[src/rtl/psum_xchg_pkg.sv]
`default_nettype none
// ============================================================================
// Module  : psum_xchg_pkg
// Purpose : Shared constants and FSM encoding for the partial-sum exchange
//           receive path.
// Revision: 1.0 - initial release
// ============================================================================
package psum_xchg_pkg;

  localparam int BW_PSUM    = 20;
  localparam int SUM_W      = BW_PSUM + 4;
  localparam int LQ_DEPTH   = 4;
  localparam int PAIR_CNT_W = 8;

  typedef enum logic [1:0] {
    ST_IDLE = 2'd0,
    ST_RD   = 2'd1,
    ST_CAP  = 2'd2,
    ST_OUT  = 2'd3
  } xchg_state_t;

endpackage
`default_nettype wire

[src/rtl/psum_local_queue.sv]
`default_nettype none
// ============================================================================
// Module  : psum_local_queue
// Purpose : Small synchronous FIFO holding locally produced row sums until
//           the partner's matching sum is available.
// Revision: 1.0 - initial release
// ============================================================================
module psum_local_queue
  import psum_xchg_pkg::*;
#(
  parameter int SUM_W    = psum_xchg_pkg::SUM_W,
  parameter int LQ_DEPTH = psum_xchg_pkg::LQ_DEPTH
) (
  input  logic             clk,
  input  logic             reset,
  input  logic             push,
  input  logic [SUM_W-1:0] push_data,
  input  logic             pop,
  output logic [SUM_W-1:0] head,
  output logic             full,
  output logic             empty
);

  localparam int AW = (LQ_DEPTH > 1) ? $clog2(LQ_DEPTH) : 1;

  // Pointers carry one extra wrap bit so full and empty are distinguishable.
  logic [AW:0]      wr_ptr;
  logic [AW:0]      rd_ptr;
  logic [SUM_W-1:0] mem [LQ_DEPTH];
  logic             do_push;
  logic             do_pop;

  assign empty   = (wr_ptr == rd_ptr);
  assign full    = (wr_ptr[AW] != rd_ptr[AW]) && (wr_ptr[AW-1:0] == rd_ptr[AW-1:0]);
  assign do_push = push && !full;
  assign do_pop  = pop && !empty;
  assign head    = mem[rd_ptr[AW-1:0]];

  // Pointer update; a push while full is silently dropped.
  always_ff @(posedge clk or posedge reset) begin
    if (reset) begin
      wr_ptr <= '0;
      rd_ptr <= '0;
    end else begin
      if (do_push) wr_ptr <= wr_ptr + 1'b1;
      if (do_pop)  rd_ptr <= rd_ptr + 1'b1;
    end
  end

  // Storage array; contents need no reset since the pointers gate visibility.
  always_ff @(posedge clk) begin
    if (do_push) mem[wr_ptr[AW-1:0]] <= push_data;
  end

endmodule
`default_nettype wire

[src/rtl/psum_exchange_rx.sv]
`default_nettype none
// ============================================================================
// Module  : psum_exchange_rx
// Purpose : Pairs this core's row sum with the partner core's row sum popped
//           from the async FIFO and emits the combined denominator. In
//           single-core mode the local sum passes straight through.
// Revision: 1.0 - initial release
// ============================================================================
module psum_exchange_rx
  import psum_xchg_pkg::*;
#(
  parameter int SUM_W    = psum_xchg_pkg::SUM_W,
  parameter int LQ_DEPTH = psum_xchg_pkg::LQ_DEPTH
) (
  input  logic                  clk,
  input  logic                  reset,
  input  logic                  mode,
  input  logic [SUM_W-1:0]      local_sum,
  input  logic                  local_vld,
  output logic                  local_rdy,
  input  logic                  fifo_empty,
  output logic                  fifo_rd,
  input  logic [SUM_W-1:0]      fifo_rd_data,
  output logic [SUM_W:0]        total_sum,
  output logic                  total_vld,
  input  logic                  total_rdy,
  output logic [PAIR_CNT_W-1:0] pair_cnt,
  output logic                  busy
);

  xchg_state_t      state;
  xchg_state_t      state_nxt;
  logic [SUM_W-1:0] q_head;
  logic             q_full;
  logic             q_empty;
  logic             q_pop;
  logic             load_sum;
  logic [SUM_W:0]   sum_nxt;

  psum_local_queue #(
    .SUM_W    (SUM_W),
    .LQ_DEPTH (LQ_DEPTH)
  ) u_lq (
    .clk       (clk),
    .reset     (reset),
    .push      (local_vld),
    .push_data (local_sum),
    .pop       (q_pop),
    .head      (q_head),
    .full      (q_full),
    .empty     (q_empty)
  );

  assign local_rdy = ~q_full;
  assign fifo_rd   = (state == ST_RD);
  assign total_vld = (state == ST_OUT);
  assign busy      = (state != ST_IDLE) || !q_empty;

  // FSM state register.
  always_ff @(posedge clk or posedge reset) begin
    if (reset) state <= ST_IDLE;
    else       state <= state_nxt;
  end

  // Next state, queue pop and total load; mode only matters in IDLE.
  always_comb begin
    state_nxt = state;
    q_pop     = 1'b0;
    load_sum  = 1'b0;
    sum_nxt   = {1'b0, q_head};
    case (state)
      ST_IDLE: begin
        if (!q_empty) begin
          if (mode) begin
            // Bypass: remote contribution is zero.
            q_pop     = 1'b1;
            load_sum  = 1'b1;
            state_nxt = ST_OUT;
          end else if (!fifo_empty) begin
            state_nxt = ST_RD;
          end
        end
      end
      ST_RD:  state_nxt = ST_CAP;
      ST_CAP: begin
        q_pop     = 1'b1;
        load_sum  = 1'b1;
        sum_nxt   = {1'b0, q_head} + {1'b0, fifo_rd_data};
        state_nxt = ST_OUT;
      end
      ST_OUT: if (total_rdy) state_nxt = ST_IDLE;
      default: state_nxt = ST_IDLE;
    endcase
  end

  // Output sum register and completed-pair counter.
  always_ff @(posedge clk or posedge reset) begin
    if (reset) begin
      total_sum <= '0;
      pair_cnt  <= '0;
    end else begin
      if (load_sum) total_sum <= sum_nxt;
      if (state == ST_OUT && total_rdy) pair_cnt <= pair_cnt + 1'b1;
    end
  end

endmodule
`default_nettype wire

[config.mk]
export PLATFORM = sky130hd
export DESIGN_NAME = psum_exchange_rx
export DESIGN_NICKNAME = d
export VERILOG_FILES = /design/src/rtl/psum_xchg_pkg.sv /design/src/rtl/psum_local_queue.sv /design/src/rtl/psum_exchange_rx.sv
export SDC_FILE = /design/constraint.sdc
export NUM_CORES = 1
export LEC_CHECK = 0
export CORE_AREA = 2 2 121 123
export CTS_CLUSTER_DIAMETER = 80
export DETAILED_ROUTE_END_ITERATION = 8
export DIE_AREA = 0 0 123 125
export GPL_TIMING_DRIVEN = 0
export PLACE_DENSITY = 0.72
export SYNTH_ARGS = -nofsm -noshare
export SYNTH_HDL_FRONTEND = slang
export SYNTH_SLANG_ARGS = --single-unit
[constraint.sdc]
create_clock -name clk -period 4.65 [get_ports clk]
set_clock_uncertainty 0.15 [all_clocks]
set_input_delay 0.465 -clock clk [delete_from_list [all_inputs] [get_ports clk]]
set_output_delay 0.465 -clock clk [all_outputs]
set_load 0.01 [all_outputs]
Word-level counts from Yosys, hierarchy flattened
Memories as Yosys holds them, arrays and structs flattened. Index checks and enable logic that the tools add are counted.

Register bits: 41. RAM bits: 96. Input bits: 54. Output and inout bits: 37. Logic and storage cells: 41. Memories: 1.

Add/subtract/negate cells: 4. Eq/ne operators: 9. Muxes and demuxes: 11. Bitwise logic cells: 1. Reduce and logical (&&, ||, !) cells: 10.

Memories: u_lq.mem (words 4, width 24, rd ports 1, clocked after Yosys merged registers in 0, write ports 1, RTL line psum_local_queue.sv:29) `logic [SUM_W-1:0] mem [LQ_DEPTH];`.

Operators with widths (count): $add 24x24->25 (1); $mux 25 (1); $add 8x1->8 const B (1); $mux 2 (4); $pmux 2 s4 (1); $add 3x1->3 const B (2); $eq 2x2->1 const B (2); $logic_and 1x1->1 (4); $mux 1 (4); $eq 3x3->1 (1); $ne 3x3->1 const B (1); $reduce_and 3->1 (1); $eq 2x1->1 const B (1); $eq 2x2->1 (1); $logic_not 1->1 (2); $logic_not 2->1 (1); $ne 2x1->1 const B (1); $ne 2x2->1 const B (1); $pmux 1 s2 (1); $reduce_bool 2->1 (1); $logic_or 1x1->1 (1); $ne 1x1->1 (1); $not 1->1 (1).

Depth between registers and ports, before layout
Gate-level depths: netlist of the first run.

Word-level depth: 6. Mapped depth: 11. Mapped depth without buffers: 9.

Modules after synthesis
From an unflattened synthesis of the first run, not the netlist that was laid out.

Cell total of the unflattened synthesis: 498. Area, all modules: 6902.9 um^2.

Modules (own cells, without submodules): psum_local_queue (instances 1, cells an instance 175, area each 3981.3 um^2, seq. area each 3032.9 um^2); psum_exchange_rx (instances 1, cells an instance 323, area each 2921.6 um^2, seq. area each 875.8 um^2).

Least setup slack after synthesis of the first run
OpenSTA, ideal clock, no wires.

Path kind: register -> register. Start: register u_lq.rd_ptr[0]. End: register total_sum[22]. Arrival: 3.139 ns. Data required time: 4.404 ns. Setup slack: 1.265 ns. Cell stages (with the launch flop): 12. Path buffers: 2. Path through: dfrtp_1 -> buf_6 -> buf_2 -> mux4_2 -> ha_1 -> fa_1 -> a211oi_2 -> o21ai_1 -> a41oi_2 -> o211ai_2 -> and3b_1 -> nor4_2.

Word-level cells in the longest chain between the ends: 3. Elaborated cells on any way between the ends: 6. Those cells by class: 1 x add/sub; 1 x eq/ne; 3 x mux; 1 x memory.

RTL lines: start, declared (RTL line psum_local_queue.sv:28) `logic [AW:0] rd_ptr;`; start signal, assigned (RTL line psum_local_queue.sv:46) `if (do_pop) rd_ptr <= rd_ptr + 1'b1;`; $mem_v2 4x24 / $eq 3x3->1 (equally long branches); $add 24x24->25 / $mux 1 (equally long branches) (RTL line psum_exchange_rx.sv:88, psum_exchange_rx.sv:73); $mux 25 / $pmux 1 s2 (equally long branches) (RTL line psum_exchange_rx.sv:71) `case (state)`; end signal, assigned (RTL line psum_exchange_rx.sv:102) `if (load_sum) total_sum <= sum_nxt;`; end, declared (RTL line psum_exchange_rx.sv:24) `output logic [SUM_W:0] total_sum,`.

Parallel ways exist; a longest one is shown, timed or not. A chain may end at the register's enable or synchronous reset.

Worst setup path in the final report of the first run
Start: register u_lq.rd_ptr[1]. End: register total_sum[22].

The elaborated chain is that of the path after synthesis.

==> out/metrics.csv, run 1 <==
stage;metric;value;unit
sta;Least-Margin Pin Slew;1.26;ns
critical_path;Worst Setup End Kind;flip-flop;
route;initial DRC count;316;
logic_synthesis;Synth Flop Type;edfxtp_1;
logic_synthesis;synthesized instance count;497;
route;Routed Antenna Nets;0;
clocking;TritonCTS Sinks;137;
placed_design;IO buf count;90;
sta;unrepaired setup endpoints after global routing;false;
finish;Final Instance Area;8590;um2
clocking;CTS clock-pin slew for the worst setup and hold paths;0.06;ns
flow_run;# Max-Cap Violations;0;
route;WL final;15.3;mm
finish;P&R area growth vs syn;25.2;%
finish;ant diodes;0;
die;row count;44;
sta;Slew HR;16.1;%
clocking;Post-CTS Setup Bufs;0;
sta;final worst path period share;84.0;%
die;Initial Util;48.3;%
power_and_ir_drop;Power Dens Cells;737;nW/um2
placed_design;Final GP Congestion;0.912;
clocking;CTS tree;yes;
power_and_ir_drop;Clk network pwr share;20.3;%
sta;FMAX;256;MHz
logic_synthesis;Seq/Total Area, Yosys;56.9;%
power_and_ir_drop;switching share of power;37.9;%
clocking;Root Driver;clkbuf_16;
die;Die Y;125;um
critical_path;CP Class;flip-flop to flip-flop;
clocking;Skew-Pair Late Insertion Delay;0.42;ns
status;outcome;complete, no violations;
finish;share of cells above drive strength 1;13.2;%
power_and_ir_drop;Sw Pwr;0.00241;W
clocking;post_cts resized;0;
logic_synthesis;most area-consuming cells after synthesis;edfxtp_1 42%, dfrtp_1 15%, mux4_2 7.9%;
global_route;Total Routing Usage GR;21.1;%
critical_path;WP data arrival;4.08;ns
logic_synthesis;number of synthesized register bits;137;
clocking;clock buffer depth;2;
die;Die ar.;15400;um2
placed_design;Area after DPL;8020;um2
global_route;first-pass GRT wire length;24.4;mm
sta;endpoints failing setup;0;
logic_synthesis;Yosys top cell area share;42.0;%
logic_synthesis;number of distinct library cells after synthesis;61;
logic_synthesis;yosys warns;0;
sta;total negative slack;0;ns
sta;max-slew violation count;0;
route;detailed-route vias per instance;5.68;
route;wire length per cell;19.0;um
clocking;number of CTS-inserted buffers;17;
global_route;vias in the first global route;4687;
power_and_ir_drop;Total Power;0.00634;W
power_and_ir_drop;internal power;0.00393;W
global_route;initial antenna violation count;0;
global_route;Congestion Overflow GR;0;
logic_synthesis;top post-synthesis cells by count;96 x edfxtp_1, 41 x dfrtp_1, 37 x nand2_1;
sta;worst hold slack;0.235;ns
hold_path;Hold Crit Class;input port to async pin;
power_and_ir_drop;VDD IR max;0.287;mV
route;DRC viols;0;
placed_design;placed cell count;772;
critical_path;CP Launch Type;flip-flop;
logic_synthesis;asr flop ratio synth;29.9;%
logic_synthesis;Post-Syn Area;6870;um2
critical_path;CP required;4.82;ns
route;DRT Pass-1 Iters;5;
logic_synthesis;Synth Net Count;586;
logic_synthesis;Mean Syn Cell Area;13.8;um2
power_and_ir_drop;Comb pwr share;50.1;%
route;DR vias;4570;
clocking;Post-CTS Hold Buffers;0;
die;Core Footprint;14200;um2
die;die width;123;um
logic_synthesis;Yosys top cell by area;edfxtp_1;
clocking;CTS H-tree lvls;4;
power_and_ir_drop;sequential group share of total power;29.6;%
placed_design;DP Wirelength;10.9;mm
critical_path;Crit Path Max Fanout;10;
die;Ports;91;
finish;fin cells;805;
sta;Fin. Hold Viols;0;
global_route;largest net degree at the start of global routing;26;
power_and_ir_drop;leak pwr;3.20;nW
logic_synthesis;number of synthesized flops with an enable pin;96;
finish;Final #Nets;697;
sta;crit path time final;3.90;ns
logic_synthesis;count leader, synth;edfxtp_1;
==> through the flow <==
step / utilization, % / setup slack, ns
global placement: 56.3 / 0.789
finish: 60.5 / 0.745
global route: 60.5 / 0.506
detailed placement: 56.4 / 0.738
floorplan: - / 1.27
CTS: 60.4 / 0.720
==> metal layers <==
| metal | up-vias | share of wire [%] | wire length [um] | track usage [%] |
|---|---|---|---|---|
| met5 | - | 0 | 0 | 0 |
| met4 | 0 | 1.9 | 292 | 7.89 |
| met3 | 23 | 3.8 | 586 | 3.92 |
| met2 | 110 | 50 | 7580 | 34.1 |
| met1 | 2273 | 45 | 6800 | 28.4 |
| li1 | 2164 | - | - | - |
==> final timing paths <==
kind / start / to / slack, ns / cells past startpoint
worst max-delay path: u_lq.rd_ptr[1] / total_sum[22] / 0.75 / 11
worst min-delay path: reset / total_sum[17] / 0.24 / 2
worst max register to register: u_lq.rd_ptr[1] / total_sum[22] / 0.75 / 11
worst min register to register: u_lq.rd_ptr[2] / u_lq.rd_ptr[2] / 0.34 / 1
max in group asynchronous: reset / u_lq.rd_ptr[1] / 3.62 / 3
min in group clk: u_lq.rd_ptr[2] / u_lq.rd_ptr[2] / 0.34 / 1
==> power by group through the flow <==
stage                     combinational [W]  sequential (W)  clock [W]
final                               0.00317         0.00188    0.00129
after global routing                0.00349         0.00191    0.00136
after CTS                           0.00317         0.00188    0.00130
after detailed placement            0.00315         0.00190          0
after global placement              0.00308         0.00188          0
after floorplan                     0.00216         0.00191          0
==> critical path, stage by stage (launching register included) <==
cell and delay (ns):
dfrtp_1 0.35, buf_2 0.22, clkbuf_1 0.52, mux4_2 0.46, ha_1 0.26, fa_1 0.45
a211oi_2 0.32, o21ai_1 0.16, a41oi_2 0.29, o211ai_2 0.20, and3b_1 0.24, nor4_2 0.19
==> registers in the layout, summed over array words and instances (netlist names) <==
| register | flops |
|---|---|
| u_lq.rd_ptr | 3 |
| u_lq.wr_ptr | 3 |
| pair_cnt | 8 |
| state | 2 |
| u_lq.mem | 96 |
| total_sum | 25 |
==> cell type report <==
class,instances,area [um2]
Fill cell,1106,5610
Sequential cell,137,3910
Multi-Input combinational cell,332,2800
Timing Repair Buffer,92,936
Clock buffer,20,437
Tap cell,184,230
Clock inverter,12,125
Buffer,19,123
Inverter,9,33.8
==> logic make-up (layout without fill, tap and decap cells) <==
kind of cell / after synthesis / in the layout / share of synthesized area (%)
xor gates and xnor gates: 25 / 25 / 3.19
muxes: 48 / 48 / 11.4
and+or+nand+nor: 108 / 108 / 8.18
buffers and inverters: 28 / 152 / 2.28
adders and majority gates: 35 / 35 / 6.49
DFF: 137 / 137 / 56.9
AOI/OAI and AO/OA: 116 / 116 / 11.5
==> cell usage in the layout, fill, tap and decap left out, types with 17 or more instances in the layout <==
cell type	netlist	layout
edfxtp_1	96	96
clkdlybuf4s50_1	0	90
dfrtp_1	41	41
nand2_1	37	37
ha_1	34	34
a21oi_1	27	27
o21ai_0	25	25
mux4_2	24	24
mux2i_1	21	21
xnor2_1	17	17
clkbuf_16	0	17
Power figures use the tool's default switching activity.
==> inputs of run 2 (changes only) <==
==> constraint.sdc (replaced) <==
create_clock -name clk -period 3.79 [get_ports clk]
set_clock_uncertainty 0.15 [all_clocks]
set_input_delay 0.379 -clock clk [delete_from_list [all_inputs] [get_ports clk]]
set_output_delay 0.379 -clock clk [all_outputs]
set_load 0.01 [all_outputs]
==> run 2 against run 1 <==
Compared with the run above: via count is 0.72% lower; hold slack worse by 0.091 ns; power is 23% higher; clock power is 22% higher; largest cell class unchanged; largest power group unchanged.
==> out/metrics.csv, run 2 (synthesis results as in run 1) <==
stage;metric;value;unit;change
flow_run;# Max-Cap Violations;0;;unchanged
global_route;first-pass GRT wire length;24.4;mm;about the same
clocking;number of CTS-inserted buffers;17;;unchanged
critical_path;CP required;3.97;ns;was 4.82 ns
route;DRC viols;0;;unchanged
die;Core Footprint;14200;um2;unchanged
finish;Final Util;60.6;%;was 60.5%
die;die width;123;um;unchanged
route;WL final;15.2;mm;was 15.3 mm
route;detailed-route vias per instance;5.64;;was 5.68
sta;final worst path period share;94.6;%;was 84.0%
finish;max reg flops;96;;unchanged
critical_path;Crit path max-delay family;compound AO/OA/AOI/OAI gates;;unchanged
critical_path;Crit Path Max Fanout;10;;unchanged
power_and_ir_drop;switching share of power;37.9;%;about the same
placed_design;placed cell count;772;;unchanged
clocking;CTS tree;yes;;unchanged
critical_path;CP Class;flip-flop to flip-flop;;unchanged
sta;Least-Margin Pin Slew;1.26;ns;about the same
power_and_ir_drop;VDD IR max;0.357;mV;was 0.287 mV
power_and_ir_drop;leak pwr;3.20;nW;about the same
die;Die ar.;15400;um2;unchanged
critical_path;critical path's largest stage delay;0.47;ns;was 0.52 ns
route;DRT Pass-1 Iters;4;;was 5
global_route;Congestion Overflow GR;0;;unchanged
clocking;TritonCTS Sinks;137;;unchanged
sta;max-slew violation count;0;;unchanged
power_and_ir_drop;sequential group share of total power;29.5;%;was 29.6%
power_and_ir_drop;Clk network pwr share;20.3;%;about the same
global_route;largest net degree at the start of global routing;26;;unchanged
sta;total negative slack;0;ns;unchanged
global_route;vias in the first global route;4681;;was 4687
placed_design;Area after DPL;8020;um2;unchanged
finish;ant diodes;0;;unchanged
sta;FMAX;279;MHz;was 256 MHz
clocking;CTS clock-pin slew for the worst setup and hold paths;0.06;ns;about the same
die;Ports;91;;unchanged
finish;Final Instance Area;8610;um2;was 8590 um2
finish;P&R area growth vs syn;25.4;%;was 25.2%
placed_design;Final GP Congestion;0.912;;unchanged
finish;# fillers;1102;;was 1106
critical_path;WP data arrival;3.76;ns;was 4.08 ns
critical_path;CP Launch Type;flip-flop;;unchanged
route;initial DRC count;314;;was 316
sta;crit path time final;3.58;ns;was 3.90 ns
finish;commonest non-fill, non-tap cells in the layout;96 x edfxtp_1, 90 x clkdlybuf4s50_1, 41 x dfrtp_1;;unchanged
clocking;CTS H-tree lvls;4;;unchanged
critical_path;Worst Setup End Kind;flip-flop;;unchanged
clocking;Post-CTS Setup Bufs;0;;unchanged
route;wire length per cell;18.9;um;was 19.0 um
hold_path;Hold Crit Class;input port to async pin;;unchanged
sta;Fin. Hold Viols;0;;unchanged
critical_path;Buf/Inv on CP;2;;unchanged
global_route;Total Routing Usage GR;21.1;%;unchanged
power_and_ir_drop;internal power;0.00484;W;was 0.00393 W
clocking;Root Driver;clkbuf_16;;unchanged
critical_path;crit path max-delay cell type;fa_1;;was clkbuf_1
power_and_ir_drop;Power Dens Cells;906;nW/um2;was 737 nW/um2
power_and_ir_drop;Total Power;0.00780;W;was 0.00634 W
die;Initial Util;48.3;%;unchanged
critical_path;critical path, cell by cell;buf_2 > clkbuf_4 > mux4_2 > ha_1 > fa_1 > a211oi_4 > o21ai_1 > a41oi_2 > o211ai_2 > and3b_1 > nor4_2;;was buf_2 > clkbuf_1 > mux4_2 > ha_1 > fa_1 > a211oi_2 > o21ai_1 > a41oi_2 > o211ai_2 > and3b_1 > nor4_2
clocking;Skew-Pair Late Insertion Delay;0.42;ns;about the same
route;DR vias;4537;;was 4570
clocking;clock buffer depth;2;;unchanged
finish;Final #Nets;696;;was 697
die;Die Y;125;um;unchanged
route;Routed Antenna Nets;0;;unchanged
sta;endpoints failing setup;0;;unchanged
sta;Slew HR;15.7;%;was 16.1%
placed_design;DP Wirelength;10.9;mm;unchanged
global_route;initial antenna violation count;0;;unchanged
finish;share of cells above drive strength 1;13.4;%;was 13.2%
power_and_ir_drop;Comb pwr share;50.2;%;was 50.1%
placed_design;IO buf count;90;;unchanged
die;row count;44;;unchanged
finish;fin cells;804;;was 805
power_and_ir_drop;Sw Pwr;0.00296;W;was 0.00241 W
finish;most common cell after layout, fill and taps aside;edfxtp_1;;unchanged
status;outcome;complete, no violations;;unchanged
run 2: changes by cell type in the layout (fill, tap and decap cells not counted), sizes merged:
cell,change
buf,-1
run 2: metal layers:
layer / GRT usage (%) / vias up / routed length [um]
met2: 34.2 / 105 / 7590
met1: 28.3 / 2254 / 6720
met3: 3.92 / 23 / 628
met5: 0 / - / 0
li1: - / 2155 / -
met4: 7.89 / 0 / 281
run 2: cell type report:
cell class	instances	area, um2	share of cell area [%]
Buffer	18	133	1.54
Sequential cell	137	3910	45.4
Tap cell	184	230	2.67
Clock buffer	20	437	5.07
Inverter	9	33.8	0.392
Timing Repair Buffer	92	936	10.9
Clock inverter	12	125	1.45
Multi-Input combinational cell	332	2810	32.6
run 2: power by group through the flow:
| stage | clock, W | combinational [W] | sequential (W) |
|---|---|---|---|
| after global routing | 0.00166 | 0.00430 | 0.00234 |
| final | 0.00158 | 0.00392 | 0.00230 |
| after floorplan | 0 | 0.00265 | 0.00234 |
| after detailed placement | 0 | 0.00386 | 0.00233 |
| after CTS | 0.00160 | 0.00388 | 0.00231 |
| after global placement | 0 | 0.00378 | 0.00230 |
run 2: per-stage QoR:
stage,setup slack (ns),hold WS [ns]
after global routing,-0.00449,0.201
after CTS,0.0430,0.141
after global placement,-0.0710,0.310
after detailed placement,-0.122,0.335
after floorplan,0.405,0.311
final,0.205,0.144
run 2: worst reg2reg max path, stage by stage (launching register included):
cell and delay, ns:
dfrtp_1 0.35, buf_2 0.22, clkbuf_4 0.28, mux4_2 0.38
ha_1 0.26, fa_1 0.47, a211oi_4 0.30, o21ai_1 0.15
a41oi_2 0.30, o211ai_2 0.20, and3b_1 0.24, nor4_2 0.19
run 2: final timing paths:
check / slack, ns / startpoint / to / depth (start not counted)
min reg2reg: 0.34 / u_lq.rd_ptr[2] / u_lq.rd_ptr[2] / 1
max in group asynchronous: 2.86 / reset / total_sum[19] / 3
min in group clk: 0.34 / u_lq.rd_ptr[2] / u_lq.rd_ptr[2] / 1
min: 0.14 / reset / total_sum[17] / 2
max: 0.21 / u_lq.rd_ptr[1] / total_sum[22] / 11
max reg2reg: 0.21 / u_lq.rd_ptr[1] / total_sum[22] / 11
run 2: timing repair:
item | CTS | global route
hold buffers | 0 | 0
setup endpoints to repair | 4 | 9
gates resized for setup | 1 | 9
==> inputs of run 3 (changes only) <==
--- a/config.mk
+++ b/config.mk
@@ -7,6 +7,7 @@
 export LEC_CHECK = 0
 export CORE_AREA = 2 2 121 123
 export CTS_CLUSTER_DIAMETER = 80
+export CTS_CLUSTER_SIZE = 12
 export DETAILED_ROUTE_END_ITERATION = 8
 export DIE_AREA = 0 0 123 125
 export GPL_TIMING_DRIVEN = 0
==> results of run 3 <==
Final layout, timing and power as in run 2 (identical DEF).
